[config.mk]
export PLATFORM = sky130hd
export DESIGN_NAME = shared_port_arbiter
export DESIGN_NICKNAME = d
export VERILOG_FILES = /design/src/rtl/shared_port_arbiter_pkg.sv /design/src/rtl/shared_port_arbiter_rr_pick.sv /design/src/rtl/shared_port_arbiter.sv
export SDC_FILE = /design/constraint.sdc
export NUM_CORES = 1
export LEC_CHECK = 0
export ABC_AREA = 1
export CAP_MARGIN = 30
export CELL_PAD_IN_SITES_DETAIL_PLACEMENT = 0
export CELL_PAD_IN_SITES_GLOBAL_PLACEMENT = 2
export CORE_MARGIN = 3
export CORE_UTILIZATION = 26
export CTS_CLUSTER_DIAMETER = 100
export DETAILED_ROUTE_END_ITERATION = 8
export MAX_ROUTING_LAYER = met4
export PLACE_DENSITY = 0.77
export SYNTH_ARGS = -nofsm -noshare
export SYNTH_HDL_FRONTEND = slang
export SYNTH_SLANG_ARGS = --single-unit
[constraint.sdc]
create_clock -name clk -period 2.5 [get_ports clk]
set_input_delay 0.375 -clock clk [delete_from_list [all_inputs] [get_ports clk]]
set_output_delay 0.375 -clock clk [all_outputs]
set_load 0.02 [all_outputs]
[src/rtl/shared_port_arbiter_pkg.sv]
// shared_port_arbiter_pkg
//   Shared types for the shared-port arbiter: the FSM state encoding and the
//   classification of why an owner left BUSY.
package shared_port_arbiter_pkg;

  typedef enum logic [1:0] {
    IDLE    = 2'b00,
    BUSY    = 2'b01,
    RELEASE = 2'b10
  } arb_state_t;

  typedef enum logic [1:0] {
    NONE    = 2'b00,
    DONE    = 2'b01,
    DROP    = 2'b10,
    TIMEOUT = 2'b11
  } arb_exit_t;

endpackage

[src/rtl/shared_port_arbiter_rr_pick.sv]
// rr_pick
//   Combinational round-robin search: returns the first set request at or
//   after ptr, wrapping from N_REQ-1 to 0.
//   Ports:
//     req   [N_REQ-1:0]  request vector
//     ptr   [IDX_W-1:0]  search start position
//     found              at least one request is set
//     idx   [IDX_W-1:0]  index of the winning requester (0 when !found)
module rr_pick #(
  parameter int N_REQ = 4,
  parameter int IDX_W = $clog2(N_REQ)
) (
  input  logic [N_REQ-1:0] req,
  input  logic [IDX_W-1:0] ptr,
  output logic             found,
  output logic [IDX_W-1:0] idx
);

  logic [2*N_REQ-1:0] req_dbl;
  logic [N_REQ-1:0]   req_rot;
  logic [IDX_W-1:0]   off;
  logic [IDX_W:0]     sum;

  always_comb begin
    // Rotate right by ptr so the search start lands on bit 0.
    req_dbl = {req, req};
    req_rot = req_dbl[ptr +: N_REQ];
    found   = |req_rot;

    // Lowest set bit of the rotated vector; scanning downward lets the
    // smallest index overwrite larger ones.
    off = '0;
    for (int i = N_REQ - 1; i >= 0; i--) begin
      if (req_rot[i]) off = IDX_W'(i);
    end

    // Unrotate: (ptr + off) mod N_REQ, with one extra bit for the carry.
    sum = {1'b0, ptr} + {1'b0, off};
    if (sum >= (IDX_W+1)'(N_REQ)) sum = sum - (IDX_W+1)'(N_REQ);
    idx = sum[IDX_W-1:0];
  end

endmodule

[src/rtl/shared_port_arbiter.sv]
// shared_port_arbiter
//   Round-robin arbiter sharing one single-owner resource port among N_REQ
//   requesters. One owner at a time; the grant is held until the resource
//   reports res_done or the owner drops its request, followed by one dead
//   RELEASE cycle before the next arbitration.
//   Optional watchdog: define ARB_TIMEOUT_EN to force release after MAX_HOLD
//   cycles in BUSY and pulse timeout. Without it, timeout is tied 0.
//   Ports:
//     clk                   clock, rising edge
//     rst                   synchronous active-high reset
//     req      [N_REQ-1:0]  level requests
//     res_done              resource finished the current owner (pulse)
//     grant    [N_REQ-1:0]  one-hot grant or zero, registered
//     grant_id [IDX_W-1:0]  owner index, valid while busy, registered
//     busy                  resource owned (BUSY state), registered
//     timeout               one-cycle pulse on forced release, registered
module shared_port_arbiter
  import shared_port_arbiter_pkg::*;
#(
  parameter int N_REQ    = 4,
  parameter int MAX_HOLD = 8
) (
  input  logic                     clk,
  input  logic                     rst,
  input  logic [N_REQ-1:0]         req,
  input  logic                     res_done,
  output logic [N_REQ-1:0]         grant,
  output logic [$clog2(N_REQ)-1:0] grant_id,
  output logic                     busy,
  output logic                     timeout
);

  localparam int IDX_W = $clog2(N_REQ);

  if (N_REQ < 2 || N_REQ > 16) begin : g_bad_n_req
    $error("shared_port_arbiter: N_REQ must be in 2..16");
  end
  if (MAX_HOLD < 2) begin : g_bad_max_hold
    $error("shared_port_arbiter: MAX_HOLD must be >= 2");
  end

  arb_state_t       state_q;
  logic [IDX_W-1:0] ptr_q;
  logic [IDX_W-1:0] ptr_d;
  logic [N_REQ-1:0] grant_q;
  logic [IDX_W-1:0] grant_id_q;
  logic             busy_q;
  arb_exit_t        exit_d;
  logic             pick_found;
  logic [IDX_W-1:0] pick_idx;

`ifdef ARB_TIMEOUT_EN
  localparam int HOLD_W = $clog2(MAX_HOLD);
  logic [HOLD_W-1:0] hold_q;
  logic              timeout_q;
`endif

  rr_pick #(
    .N_REQ (N_REQ),
    .IDX_W (IDX_W)
  ) u_rr_pick (
    .req   (req),
    .ptr   (ptr_q),
    .found (pick_found),
    .idx   (pick_idx)
  );

  // Exit cause while BUSY; res_done outranks a drop, which outranks the watchdog.
  always_comb begin
    exit_d = NONE;
    if (res_done) begin
      exit_d = DONE;
    end else if (!req[grant_id_q]) begin
      exit_d = DROP;
    end
`ifdef ARB_TIMEOUT_EN
    else if (hold_q == HOLD_W'(MAX_HOLD - 1)) begin
      exit_d = TIMEOUT;
    end
`endif
  end

  // Pointer moves one past the departing owner, wrapping at N_REQ-1.
  always_comb begin
    if (grant_id_q == IDX_W'(N_REQ - 1)) ptr_d = '0;
    else                                 ptr_d = grant_id_q + 1'b1;
  end

  always_ff @(posedge clk) begin
    if (rst) begin
      state_q    <= IDLE;
      ptr_q      <= '0;
      grant_q    <= '0;
      grant_id_q <= '0;
      busy_q     <= 1'b0;
`ifdef ARB_TIMEOUT_EN
      hold_q     <= '0;
      timeout_q  <= 1'b0;
`endif
    end else begin
      case (state_q)
        IDLE: begin
          if (pick_found) begin
            state_q    <= BUSY;
            grant_q    <= {{(N_REQ-1){1'b0}}, 1'b1} << pick_idx;
            grant_id_q <= pick_idx;
            busy_q     <= 1'b1;
`ifdef ARB_TIMEOUT_EN
            hold_q     <= '0;
`endif
          end
        end
        BUSY: begin
          if (exit_d != NONE) begin
            state_q   <= RELEASE;
            ptr_q     <= ptr_d;
            grant_q   <= '0;
            busy_q    <= 1'b0;
`ifdef ARB_TIMEOUT_EN
            timeout_q <= (exit_d == TIMEOUT);
`endif
          end
`ifdef ARB_TIMEOUT_EN
          // Saturating; cleared again on the next entry into BUSY.
          if (hold_q != HOLD_W'(MAX_HOLD - 1)) hold_q <= hold_q + 1'b1;
`endif
        end
        RELEASE: begin
          state_q   <= IDLE;
`ifdef ARB_TIMEOUT_EN
          timeout_q <= 1'b0;
`endif
        end
        default: begin
          state_q    <= IDLE;
          ptr_q      <= '0;
          grant_q    <= '0;
          grant_id_q <= '0;
          busy_q     <= 1'b0;
`ifdef ARB_TIMEOUT_EN
          hold_q     <= '0;
          timeout_q  <= 1'b0;
`endif
        end
      endcase
    end
  end

  assign grant    = grant_q;
  assign grant_id = grant_id_q;
  assign busy     = busy_q;
`ifdef ARB_TIMEOUT_EN
  assign timeout  = timeout_q;
`else
  assign timeout  = 1'b0;
`endif

endmodule
==> metrics.md <==
| Metric | Value |
|---|---|
| Status | `finished, final reports clean` |
| Layout cells sized above 1 | `12.23%` |
| Vias in the first global route | `767` |
| Post-route cell area | `972.2 um2` |
| EDFF count, synth | `0` |
| Endpoint class of the critical path | `flip-flop` |
| Die height | `61.32 um` |
| 1st-iter DRT viols | `29` |
| Gr ovfl total | `0` |
| Dpl ws | `0.1368 ns` |
| Initial antenna violation count | `0` |
| Final Slew Violations | `0` |
| Setup ws final | `about 0.44 ns` |
| Yosys cell types | `24` |
| Top FF cell, synth | `dfxtp_1` |
| Yosys top cell by area | `dfxtp_1` |
| Worst min path class | `reg2reg` |
| Critical Path Source Type | `primary input` |
| Final Critical Period | `between 2 and 2.5 ns` |
| Yosys Warn Count | `0` |
| Non-filler cells, final | `170` |
| Sequential fraction of the synthesis area | `27.67%` |
| Avg Cell Area, Syn | `6.366 um2` |
| Synth top cells by count | `28 x nand2_1, 17 x inv_1, 17 x nand3_1` |
| Final hold vios | `0` |
| Clk root buf | `clkbuf_4` |
| Tot Pwr | `around 1.1 mW` |
| Post-Syn Area | `795.8 um2` |
| Core area | `2829 um2` |
| CTS sink cnt | `11` |
| Fmax | `slightly below 500 MHz` |
| Critical path class | `in2reg` |
| Layout Nets | `around 150` |
| Antenna Cells | `0` |
| Port bufs | `13` |
| Lkg Pwr | `about 0.44 nW` |
| Flop-to-flop setup slack | `0.47 ns` |
| FILL cells | `309` |
| VDD IR max | `529.8 uV` |
| Routed len/inst | `10.27 um` |
| Dpl hpwl | `1460 um` |
| Hold path cells | `2` |
| Initial Utilization | `28.13%` |
| Endpoints failing setup | `0` |
| Net count after synthesis | `137` |
| Max Buffers Root-to-Sink | `2` |
| Postcts setup bufs | `0` |
| Cts hold-fix bufs | `0` |
| WP data required | `2.66 ns` |
| Die ar. | `roughly 3800 um2` |
| RSZ-0062 raised after global routing | `no` |
| CP max FO | `5` |
| R2R depth | `13` |
| Max-Cap Viols | `0` |
| Final ANT Viol Nets | `0` |
| Total CTS buffers | `3` |
| Largest net degree at the start of global routing | `9` |
| Clock Skews | `0.004648 ns` |
| Latest clock arrival within the worst-skew pair | `0.26 ns` |
| DRT Wirelength | `1746 um` |
| Yosys reg bits | `11` |
| Clock transition at path regs | `0.07 ns` |
| Dpl cell area | `945.9 um2` |
| Count leader, synth | `nand2_1` |
| Yosys top cell area share | `approximately 28%` |
| Top cells by area, synth | `dfxtp_1 28%, nand2_1 13%, nand3_1 11%` |
| Cell Rows | `19` |
| GRT Overall Usage | `11.75%` |
| TritonRoute pass-1 iters | `4` |
| Placed Cells | `166` |
| Final period util | `about 83%` |
| Post-CTS Resized | `0` |
| Placer Congestion | `0.7134` |
| DR vias | `780` |
| Share of synthesized registers carrying an async set or reset | `0%` |
| CTS H-tree lvls | `1` |
| DRC violation count after routing | `0` |
| Chip width | `61.32 um` |
| CTS tree | `built` |
| Via/cell ratio | `4.588` |
| Ports | `15` |
| WP data arrival | `between 2 and 2.5 ns` |
| Area Overhead vs Synth | `22.17%` |
| First-pass GRT wire length | `3277 um` |
| Gate Count Post-Synth | `around 130` |
| P per Cell Area | `1119 nW/um2` |
| Setup TNS | `0 ns` |
[layer usage]
metal	part of all wire [%]	up-vias	wire [um]	global-route usage [%]
met5	0	-	0	-
met4	0.52	0	9	3.715
met3	2.0	2	35	1.887
met2	46	7	804	18.43
met1	51	349	896	15.38
li1	-	422	-	-
[worst paths after layout]
kind | startpoint | endpoint
worst max-delay path | req[1] | grant_id[1]$_SDFFE_PP0P_
worst min register to register | grant[2]$_SDFFE_PP0P_ | grant[2]$_SDFFE_PP0P_
worst max register to register | ptr_q[0]$_SDFFE_PP0P_ | grant_id[1]$_SDFFE_PP0P_
worst min-delay path | grant[2]$_SDFFE_PP0P_ | grant[2]$_SDFFE_PP0P_
[where the power goes]
part / switching (mW) / total [mW] / internal (mW)
Clock: 0.0572 / 0.119 / 0.0616
Sequential: 0.0544 / 0.290 / 0.236
Combinational: 0.416 / 0.679 / 0.264
Total: 0.527 / 1.09 / 0.561
[per-stage QoR]
stage / hold WS [ns] / utilization, %
floorplan: 0.4737 / -
global placement: 0.4554 / 33.44
detailed placement: 0.4613 / 33.44
CTS: 0.4714 / 34.37
global route: 0.4992 / 34.37
finish: 0.4665 / 34.37
[cell usage in the layout (no fill, tap or decap), drive strengths merged]
master and count:
nand2 32, inv 19, nand3 18, nor2 16
clkdlybuf4s50 13, dfxtp 11, a21oi 9, ha 5
clkbuf 4, o21ai 3, clkinv 3, nand4 2
a21boi 1, xor2 1, nor3 1, conb 1
[critical path, cell delays in order]
cell and delay [ns]:
clkdlybuf4s50_1 0.45, nand2_1 0.11, nand3_1 0.08, nand2_1 0.15, nand3_1 0.08, a21boi_0 0.16, ha_1 0.18, xor2_1 0.20
inv_1 0.06, nand3_1 0.09, nand2_2 0.09, a21oi_1 0.15, nor2_1 0.05
[layout make-up]
| cell class | count | area [um2] | area share [%] |
|---|---|---|---|
| tap | 31 | 38.79 | 3.990 |
| sequential | 11 | 220.2 | 22.65 |
| timing repair buffer | 13 | 130.1 | 13.38 |
| multi-input combinational | 89 | 471.7 | 48.52 |
| clock buffer | 4 | 26.28 | 2.703 |
| inverter | 22 | 85.08 | 8.752 |
[flip-flops by register name, indices dropped and copies added, names as in the netlist]
register,count
grant,4
state_q,2
grant_id,2
busy,1
ptr_q,2
[kinds of logic (layout without fill, tap and decap cells)]
family	after synthesis	count (layout)	synth area share, %
adders and majority gates	5	5	7.862
AOI/OAI and AO/OA	13	13	8.962
and+or+nand+nor	69	69	40.88
xor gates and xnor gates	1	1	1.101
buffers and inverters	25	39	13.05
DFF	11	11	27.67
other	1	1	0.4712
Power figures use the tool's default switching activity.
